==> config.mk <==
export PLATFORM = sky130hd
export DESIGN_NAME = host_pkt_assembler
export DESIGN_NICKNAME = d
export VERILOG_FILES = /design/src/rtl/host_pkt_pkg.sv /design/src/rtl/host_desc_fifo.sv /design/src/rtl/host_pkt_assembler.sv
export SDC_FILE = /design/constraint.sdc
export NUM_CORES = 1
export LEC_CHECK = 0
export CORE_MARGIN = 1.5
export CORE_UTILIZATION = 35
export DETAILED_ROUTE_END_ITERATION = 8
export GPL_ROUTABILITY_DRIVEN = 0
export PLACE_DENSITY = 0.68
export SLEW_MARGIN = 40
export SYNTH_ARGS = -nofsm -noshare
export SYNTH_HDL_FRONTEND = slang
export SYNTH_SLANG_ARGS = --single-unit
==> constraint.sdc <==
create_clock -name clk_host -period 14.3 [get_ports clk_host]
set_clock_uncertainty 0.15 [all_clocks]
set_input_delay 2.145 -clock clk_host [delete_from_list [all_inputs] [get_ports clk_host]]
set_output_delay 2.145 -clock clk_host [all_outputs]
set_load 0.005 [all_outputs]
==> src/rtl/host_pkt_pkg.sv <==
// Shared types and defaults for the host packet assembler.
// Imported by the descriptor FIFO and the assembler top.
package host_pkt_pkg;

   localparam int MAX_BEATS_DEF  = 190;
   localparam int BYTES_W_DEF    = 11;
   localparam int DESC_DEPTH_DEF = 4;
   localparam int IDX_W          = 8;

   typedef enum logic [1:0] {
      ERR_OK           = 2'd0,
      ERR_TRUNC        = 2'd1,
      ERR_OVERSIZE     = 2'd2,
      ERR_BUF_MISMATCH = 2'd3
   } err_e;

   typedef enum logic [1:0] {
      IDLE    = 2'd0,
      ACTIVE  = 2'd1,
      DISCARD = 2'd2
   } state_e;

   typedef struct packed {
      logic [7:0]             buffer;
      logic [BYTES_W_DEF-1:0] bytes;
      err_e                   err;
   } desc_t;

endpackage

==> src/rtl/host_desc_fifo.sv <==
// Show-ahead descriptor FIFO with two ordered push slots per cycle.
// Slot a always lands before slot b; a full FIFO still accepts if a pop frees room.
module host_desc_fifo
   import host_pkt_pkg::*;
#(
   parameter int DEPTH = DESC_DEPTH_DEF
) (
   input  logic  clk,
   input  logic  rst_n,
   input  logic  push_a,
   input  desc_t din_a,
   input  logic  push_b,
   input  desc_t din_b,
   input  logic  pop,
   output desc_t dout,
   output logic  full,
   output logic  empty,
   output logic  acc_b
);

   localparam int AW = $clog2(DEPTH);

   desc_t         mem [DEPTH];
   logic [AW-1:0] wr_ptr;
   logic [AW-1:0] wr_ptr_b;
   logic [AW-1:0] rd_ptr;
   logic [AW:0]   count;
   logic [AW+1:0] space;
   logic          do_pop;
   logic          acc_a;

   assign empty  = (count == '0);
   assign full   = (count == (AW+1)'(DEPTH));
   assign do_pop = pop && !empty;

   // Room this cycle counts the slot a same-cycle pop releases.
   assign space    = (AW+2)'(DEPTH) - (AW+2)'(count) + (AW+2)'(do_pop);
   assign acc_a    = push_a && (space != '0);
   assign acc_b    = push_b && (space > (AW+2)'(acc_a));
   assign wr_ptr_b = wr_ptr + AW'(acc_a);
   assign dout     = mem[rd_ptr];

   always_ff @(posedge clk) begin
      if (acc_a) mem[wr_ptr] <= din_a;
      if (acc_b) mem[wr_ptr_b] <= din_b;
   end

   always_ff @(posedge clk) begin
      if (!rst_n) begin
         wr_ptr <= '0;
         rd_ptr <= '0;
         count  <= '0;
      end else begin
         wr_ptr <= wr_ptr + AW'(acc_a) + AW'(acc_b);
         rd_ptr <= rd_ptr + AW'(do_pop);
         count  <= count + (AW+1)'(acc_a) + (AW+1)'(acc_b)
                   - (AW+1)'(do_pop);
      end
   end

endmodule

==> src/rtl/host_pkt_assembler.sv <==
// Host-side packet assembler: writes beats to packet RAM, queues
// one completion descriptor per packet, flags framing errors.
module host_pkt_assembler
   import host_pkt_pkg::*;
#(
   parameter int MAX_BEATS  = MAX_BEATS_DEF,
   parameter int BYTES_W    = BYTES_W_DEF,
   parameter int DESC_DEPTH = DESC_DEPTH_DEF
) (
   input  logic               clk_host,
   input  logic               rst_n,
   input  logic               in_valid,
   input  logic [63:0]        in_data,
   input  logic [2:0]         in_length,
   input  logic [7:0]         in_buffer,
   input  logic               in_sop,
   input  logic               in_eop,
   output logic               mem_wr_en,
   output logic [15:0]        mem_wr_addr,
   output logic [63:0]        mem_wr_data,
   output logic               desc_valid,
   input  logic               desc_ready,
   output logic [7:0]         desc_buffer,
   output logic [BYTES_W-1:0] desc_bytes,
   output logic [1:0]         desc_err,
   output logic [31:0]        cnt_pkts,
   output logic [15:0]        cnt_errs,
   output logic [15:0]        cnt_drops
);

   state_e             state;
   state_e             nxt_state;
   logic [7:0]         cur_buf;
   logic [7:0]         nxt_buf;
   logic [IDX_W-1:0]   beat_idx;
   logic [IDX_W-1:0]   nxt_idx;
   logic [BYTES_W-1:0] byte_cnt;
   logic [BYTES_W-1:0] nxt_bytes;
   logic [BYTES_W-1:0] eop_bytes;

   logic               wr;
   logic [15:0]        wr_addr;
   logic               start;
   logic               push_a;
   logic               push_b;
   desc_t              desc_a;
   desc_t              desc_b;
   logic               err_evt;
   logic               ok_evt;
   logic               mism;
   logic               over;

   logic               pop;
   logic               full;
   logic               empty;
   logic               acc_b;
   logic               drop_a;
   logic               drop_b;
   logic [16:0]        drop_sum;
   desc_t              head;

   function automatic desc_t mk_desc(input logic [7:0]         b,
                                     input logic [BYTES_W-1:0] n,
                                     input err_e               e);
      desc_t d;
      d.buffer = b;
      d.bytes  = BYTES_W_DEF'(n);
      d.err    = e;
      return d;
   endfunction

   assign eop_bytes = BYTES_W'(in_length) + BYTES_W'(1);
   assign mism      = (in_buffer != cur_buf);
   assign over      = (beat_idx == IDX_W'(MAX_BEATS));

   always_ff @(posedge clk_host) begin
      if (!rst_n) begin
         state    <= IDLE;
         cur_buf  <= '0;
         beat_idx <= '0;
         byte_cnt <= '0;
      end else begin
         state    <= nxt_state;
         cur_buf  <= nxt_buf;
         beat_idx <= nxt_idx;
         byte_cnt <= nxt_bytes;
      end
   end

   always_comb begin
      nxt_state = state;
      if (in_valid) begin
         unique case (state)
            IDLE: begin
               if (in_sop && !in_eop) nxt_state = ACTIVE;
            end
            ACTIVE: begin
               if (in_sop)            nxt_state = in_eop ? IDLE : ACTIVE;
               else if (mism || over) nxt_state = in_eop ? IDLE : DISCARD;
               else if (in_eop)       nxt_state = IDLE;
            end
            DISCARD: begin
               if (in_sop)      nxt_state = in_eop ? IDLE : ACTIVE;
               else if (in_eop) nxt_state = IDLE;
            end
            default: nxt_state = IDLE;
         endcase
      end
   end

   always_comb begin
      wr        = 1'b0;
      wr_addr   = '0;
      start     = 1'b0;
      push_a    = 1'b0;
      push_b    = 1'b0;
      desc_a    = '0;
      desc_b    = '0;
      err_evt   = 1'b0;
      nxt_buf   = cur_buf;
      nxt_idx   = beat_idx;
      nxt_bytes = byte_cnt;
      if (in_valid) begin
         unique case (state)
            IDLE: begin
               if (in_sop) start = 1'b1;
               else        err_evt = 1'b1;
            end
            ACTIVE: begin
               if (in_sop) begin
                  push_a  = 1'b1;
                  desc_a  = mk_desc(cur_buf, byte_cnt, ERR_TRUNC);
                  err_evt = 1'b1;
                  start   = 1'b1;
               end else if (mism) begin
                  push_a  = 1'b1;
                  desc_a  = mk_desc(cur_buf, byte_cnt, ERR_BUF_MISMATCH);
                  err_evt = 1'b1;
               end else if (over) begin
                  push_a  = 1'b1;
                  desc_a  = mk_desc(cur_buf, BYTES_W'(MAX_BEATS * 8),
                                    ERR_OVERSIZE);
                  err_evt = 1'b1;
               end else begin
                  wr      = 1'b1;
                  wr_addr = {cur_buf, beat_idx};
                  nxt_idx = beat_idx + IDX_W'(1);
                  if (in_eop) begin
                     push_a = 1'b1;
                     desc_a = mk_desc(cur_buf, byte_cnt + eop_bytes, ERR_OK);
                  end else begin
                     nxt_bytes = byte_cnt + BYTES_W'(8);
                  end
               end
            end
            DISCARD: begin
               if (in_sop) start = 1'b1;
            end
            default: ;
         endcase
         // A new packet may close the old one and complete itself in one beat.
         if (start) begin
            wr      = 1'b1;
            wr_addr = {in_buffer, 8'd0};
            nxt_buf = in_buffer;
            if (in_eop) begin
               push_b = 1'b1;
               desc_b = mk_desc(in_buffer, eop_bytes, ERR_OK);
            end else begin
               nxt_idx   = IDX_W'(1);
               nxt_bytes = BYTES_W'(8);
            end
         end
      end
   end

   assign ok_evt = push_b || (push_a && desc_a.err == ERR_OK);
   assign pop    = desc_ready && !empty;

   host_desc_fifo #(
      .DEPTH (DESC_DEPTH)
   ) u_fifo (
      .clk    (clk_host),
      .rst_n  (rst_n),
      .push_a (push_a),
      .din_a  (desc_a),
      .push_b (push_b),
      .din_b  (desc_b),
      .pop    (pop),
      .dout   (head),
      .full   (full),
      .empty  (empty),
      .acc_b  (acc_b)
   );

   assign drop_a   = push_a && full && !pop;
   assign drop_b   = push_b && !acc_b;
   assign drop_sum = {1'b0, cnt_drops} + 17'(drop_a) + 17'(drop_b);

   assign desc_valid  = !empty;
   assign desc_buffer = desc_valid ? head.buffer : '0;
   assign desc_bytes  = desc_valid ? BYTES_W'(head.bytes) : '0;
   assign desc_err    = desc_valid ? head.err : ERR_OK;

   always_ff @(posedge clk_host) begin
      if (!rst_n) begin
         mem_wr_en   <= 1'b0;
         mem_wr_addr <= '0;
         mem_wr_data <= '0;
      end else begin
         mem_wr_en <= wr;
         if (wr) begin
            mem_wr_addr <= wr_addr;
            mem_wr_data <= in_data;
         end
      end
   end

   always_ff @(posedge clk_host) begin
      if (!rst_n) begin
         cnt_pkts  <= '0;
         cnt_errs  <= '0;
         cnt_drops <= '0;
      end else begin
         if (ok_evt && cnt_pkts != '1)  cnt_pkts <= cnt_pkts + 32'd1;
         if (err_evt && cnt_errs != '1) cnt_errs <= cnt_errs + 16'd1;
         cnt_drops <= drop_sum[16] ? '1 : drop_sum[15:0];
      end
   end

endmodule

# Word level (Yosys, flattened, before mapping)
# Memories as Yosys holds them, arrays and structs flattened. A register that Yosys moved wholly into a read port is not among the register bits.
# Index checks and enable logic that the tools add are counted.
[word_totals]
memories = 1
mem_bits_rw = 84
ff_bits = 181
romBits = 0
input_bits = 81
wordCells = 131
latchBits = 0
[classes]
bitwise = 0
order_cmp = 1
n_mux = 68
n_eq_ne = 8
multipliers = 0
n_reduce_logical = 24
div_mod_pow = 0
n_shift = 0
n_addsub = 16
[memory_table]
columns = ["name", "words", "width", "rd", "rd_clocked_by_memory_dff", "write_ports", "line_no", "rtl"]
rows = [
  ["u_fifo.mem", 4, 21, 1, 1, 2, "host_desc_fifo.sv:23", "desc_t mem [DEPTH];"],
]
[ops]
columns = ["cell", "n"]
rows = [
  ["21-bit two-way mux", 9],
  ["16-bit two-way mux", 7],
  ["11-bit two-way mux", 8],
  ["8-bit two-way mux", 7],
  ["32-bit by 1-bit adder with 32-bit output, second input constant", 1],
  ["32-bit != test, second input constant", 1],
  ["1-bit two-way mux", 27],
  ["16-bit by 1-bit adder with 17-bit output", 1],
  ["17-bit by 1-bit adder with 17-bit output", 1],
  ["16-bit by 1-bit adder with 16-bit output, second input constant", 1],
  ["2-bit two-way mux", 8],
  ["16-bit != test, second input constant", 1],
  ["11-bit by 4-bit adder with 11-bit output", 1],
  ["11-bit by 4-bit adder with 11-bit output, second input constant", 1],
  ["1-bit logical AND", 11],
  ["8-bit by 1-bit adder with 8-bit output, second input constant", 1],
  ["8-bit == test, second input constant", 1],
  ["8-bit != test", 1],
  ["2-bit by 1-bit adder with 2-bit output", 3],
  ["3-bit by 1-bit adder with 3-bit output", 2],
  ["2-bit one-hot mux with 3 select lines", 1],
  ["3-bit by 1-bit adder with 4-bit output, second input constant", 1],
  ["4-bit by 1-bit adder with 4-bit output", 1],
  ["4-bit by 1-bit > comparator with 1-bit output", 1],
  ["14 further kinds", 20],
]

# Longest topological paths before layout
[depth]
word_depth = 13
ltp_mapped = 22

# Modules after synthesis
# Synthesis repeated with hierarchy kept, for this count alone.
[hier_totals]
hier_cells = 1300
hier_area_um2 = 12853.6
[modules_own_cells]
columns = ["module", "cells_per_inst", "area_per_inst_um2", "seq_area_each_um2", "n_inst"]
rows = [
  ["host_pkt_assembler", 1037, 8236.6, 3423.3, 1],
  ["host_desc_fifo", 263, 4616.9, 2662.6, 1],
]

# Worst setup path after synthesis
# OpenSTA, ideal clock, no wires.
[synth_timing]
path_kind = "in2reg"
start = "input in_buffer[4]"
end = "register cnt_drops[10]"
t_required_ns = 14.017
setup_ns = 0.133
path_slack_ns = 8.329
stages = 20
t_arrival_ns = 5.688
n_path_buf = 3
cell_sequence = "xnor2_4 and4_1 buf_2 nand3_2 nor2_2 nor2_1 and2_1 ha_1 o221a_2 nor2b_1 fa_1 ha_1 and3_1 and3_1 clkbuf_1 nand2_1 nor2_1 nand3_1 clkbuf_1 a21oi_1"
[synth_between]
elab_chain_cells = 12
[synth_rtl]
columns = ["element", "line_no", "rtl"]
rows = [
  ["start, declared", "host_pkt_assembler.sv:15", "input logic [7:0] in_buffer,"],
  ["8-bit != test (*)", "host_pkt_assembler.sv:73", "assign mism = (in_buffer != cur_buf);"],
  ["1-bit two-way mux (*)", "host_pkt_assembler.sv:135", "end else if (mism) begin"],
  ["1-bit two-way mux (*)", "host_pkt_assembler.sv:130", "if (in_sop) begin"],
  ["1-bit two-way mux (*)", "host_pkt_assembler.sv:124", "unique case (state)"],
  ["1-bit two-way mux (*)", "host_pkt_assembler.sv:123", "if (in_valid) begin"],
  ["parallel branches: the longest is 5 deep, another holds 16-bit by 1-bit adder with 17-bit output", "--", ""],
  ["17-bit by 1-bit adder with 17-bit output (*)", "host_pkt_assembler.sv:198", "assign drop_sum = {1'b0, cnt_drops} + 17'(drop_a) + 17'(drop_b);"],
  ["16-bit two-way mux (*)", "host_pkt_assembler.sv:227", "cnt_drops <= drop_sum[16] ? '1 : drop_sum[15:0];"],
  ["end signal, assigned", "host_pkt_assembler.sv:227", ""],
  ["end, declared", "host_pkt_assembler.sv:28", "output logic [15:0] cnt_drops"],
]
# Every way passes the cells marked *.
# A chain may end at the register's enable or synchronous reset.

# Worst setup path after layout
[layout_timing]
start = "input in_buffer[0]"
end = "register cnt_drops[5]"
# Same word-level chain as after synthesis.

==> run summary <==
Post-Syn Nets: 1509
PostCTS Resize Cnt: 0
CP Class: in -> reg
Post-synth top area share: 34.3%
CP Cell Sequence: clkdlybuf4s50_1, xnor2_4, and4_1, nand3_2, nor2_2, nor2_1, and2_1, ha_1, o221a_2, nor2b_1, fa_1, ha_1, and3_1, and3_1, nand2_1, nor2_1, nand3_1, a21oi_1
CTS clk-pin slew, worst paths: 0.06 ns
Fin nets: 1704
Via Count: 11100
Initial Util: 35.3%
Average size of a mapped cell: 8.89 sq um
Crit. End Element: flop
Share of cells above drive strength 1: 7.38%
Seq. cell area: 0.00573 sq mm
Row Count: 69
Leading cell type in the layout, fill and taps excluded: nand2_1
Slew Viols, Final: 0
Top cells by area, synth: dfxtp_1 34%, edfxtp_1 12%, nand2_1 8.2%, a21oi_1 5.6%, mux4_2 3.8%
Grt ovf: 0
Antenna-violating nets left: 0
Seq pwr share: 41.4%
#FFs+latches synth: 262
Worst Path Max Fanout: 11
Switch share: 24.5%
Drt wl/cell: 16.6 microns
Slew headroom: 43.9%
Die footprint: 0.0369 sq mm
All-Layer GR Usage: 18.2%
Number of global-route vias before repair: 10300
CTS HTree Levels: 1
Post-Syn Instances: 1407
CTS tree: yes
Total Power: 0.00192 W
Core Area: 0.0354 sq mm
Clock Sinks: 262
Sequential share of the synthesized area: 45.8%
CTS max path bufs: 3
First-pass GRT wire length: 54.6 mm
Ports: 248
I/O Buffers: 247
Residual DRC: 0
Fin area: 0.0164 sq mm
Most frequent cells in the layout: 271 x nand2_1, 245 x clkdlybuf4s50_1, 213 x dfxtp_1
Num CTS Buffers: 31
Cell taking the most area after synthesis: dfxtp_1
Outcome: finished clean
Setup TNS: 0 ns
RSZ-0062 raised after global routing: no
Yosys warns: 0
Hpwl dp: 24.2 mm
Critical Path RT: 14.62 ns
Max incr delay on CP: 0.70 ns
Routed WL: 34.7 mm
Drt pass-1 iters: 5
Slowest library cell on the worst path: clkdlybuf4s50_1
Post-DP Area: 0.0152 sq mm
Multi-input logic area: 0.00626 sq mm
VDD IR max: 0.0000865 V
Share of total power in combinational logic: 14.8%
Flop2flop setup slack: 8.99 ns
Netlist cell types: 71
CTS Hold Bufs: 0
P_leak: 5.68 nW
Worst slew pin tran: 0.839 ns
Largest net degree at the start of global routing: 94
Maxcap violations: 0
EDFF count, synth: 48
WP data arrival: 7.12 ns
Die height: 192 microns
Hold WC Path Type: reg -> reg
Async set or reset register ratio after synthesis: 0%
Final Setup Violations: 0
Final Hold Vio Count: 0
Mapped cell area: 0.0125 sq mm
Vias/cell: 5.31
Final period util: 47.5%
Int Pwr: 0.00145 W
Iteration-0 DRC Markers: 866
Initial antenna violation count: 0
Power Dens Cells: 118 mW/mm^2
Startpoint types: input pin
Fill cell count: 3366
Die X: 192 microns
Post-layout min period: 6.80 ns
Switching Power: 0.000471 W
Clock Power Share: 43.8%
F_max: 147 MHz
Most used DFF post-synth: dfxtp_1
Worst skew pair latency: 0.56 ns
Post-CTS setup buffer count: 0
Clk root buf: clkbuf_16
Area grow syn2layout: 30.8%
synth_stat cells, types with 9 or more instances:
library cell  number
nor4_1            13
xnor2_1           14
buf_2             15
clkbuf_1          66
a311oi_1           9
o21ai_0           59
a31oi_1           12
or3_1             11
and2_1            30
xor2_1            16
o22ai_1           19
mux2i_1           20
nand3_1           74
a21oi_1          141
inv_1             34
nand2b_1          17
dfxtp_1          214
nand2_1          272
nand4_1           22
ha_1              18
o211ai_1          10
and4_1            11
and3_1            18
o21a_1            16
nor2_1            65
edfxtp_1          48
mux4_2            21
nor3_1            21
layout make-up:
type | count | share of cell area, %
Multi-Input combinational cell | 1013 | 38.3
Sequential cell | 262 | 35.0
Timing Repair Buffer | 259 | 15.6
Clock buffer | 46 | 5.77
Tap cell | 461 | 3.53
Clock inverter | 11 | 1.02
Inverter | 35 | 0.818
Antenna cell | 1 | 0.0153
metal layers:
| layer | vias up | track usage [%] | part of all wire [%] | wire length [microns] |
|---|---|---|---|---|
| li1 | 5418 | - | - | - |
| met1 | 5200 | 24.2 | 43 | 14900 |
| met2 | 410 | 29.3 | 47 | 16200 |
| met3 | 61 | 4.28 | 8.3 | 2890 |
| met4 | 0 | 5.01 | 2.0 | 693 |
| met5 | - | 0 | 0 | 0 |
critical path: cells and delay by family:
kind	cells	cell delay [ns]
adders and majority gates	3	0.72
xor gates and xnor gates	1	0.16
AOI/OAI and AO/OA	2	0.49
and+or+nand+nor	11	2.89
buffers and inverters	1	0.70
logic make-up (layout without fill, tap and decap cells):
logic type	count (synthesis)	after routing	synth area share, %
buf+inv	132	351	4.59
fa+ha+maj	21	21	2.28
compound gates	324	324	15.6
flops	262	262	45.8
simple gates	588	588	22.7
mux	41	41	5.38
xor+xnor	38	38	3.59
other cells	1	2	0.0300
power groups by stage:
stage               sequential (W)  combinational, W  clock [W]
finish                    0.000797          0.000285   0.000842
global route              0.000800          0.000317   0.000891
CTS                       0.000797          0.000287   0.000862
detailed placement        0.000813          0.000286          0
global placement          0.000812          0.000282          0
floorplan                 0.000805          0.000172          0
metrics by stage:
step | std cells | hold slack, ns | util [%] | setup WS, ns
2_1_floorplan | 1407 | 0.278 | - | 8.33
5_1_grt | 2087 | 0.315 | 46.2 | 7.15
6_report | 2088 | 0.299 | 46.2 | 7.50
3_5_place_dp | 2028 | 0.292 | 43.0 | 7.06
3_3_place_gp | 2027 | 0.287 | 42.9 | 7.24
4_1_cts | 2085 | 0.301 | 46.1 | 7.63
final timing paths:
check	depth (start not counted)	end	from
worst min register to register	2	mem_wr_data[27]	mem_wr_data[27]
worst max register to register	19	cnt_drops[5]	u_fifo.count[2]
worst min-delay path	2	mem_wr_data[27]	mem_wr_data[27]
worst max-delay path	18	cnt_drops[5]	in_buffer[0]
flip-flops by register name, indices dropped and copies added (netlist names):
register       flops
u_fifo.mem        84
mem_wr_en          1
byte_cnt           8
state              2
u_fifo.wr_ptr      2
cnt_drops         16
cnt_pkts          32
mem_wr_data       64
mem_wr_addr       16
u_fifo.rd_ptr      2
beat_idx           8
cur_buf            8
u_fifo.count       3
cnt_errs          16
Note: power is estimated with default switching activity, not from simulation.
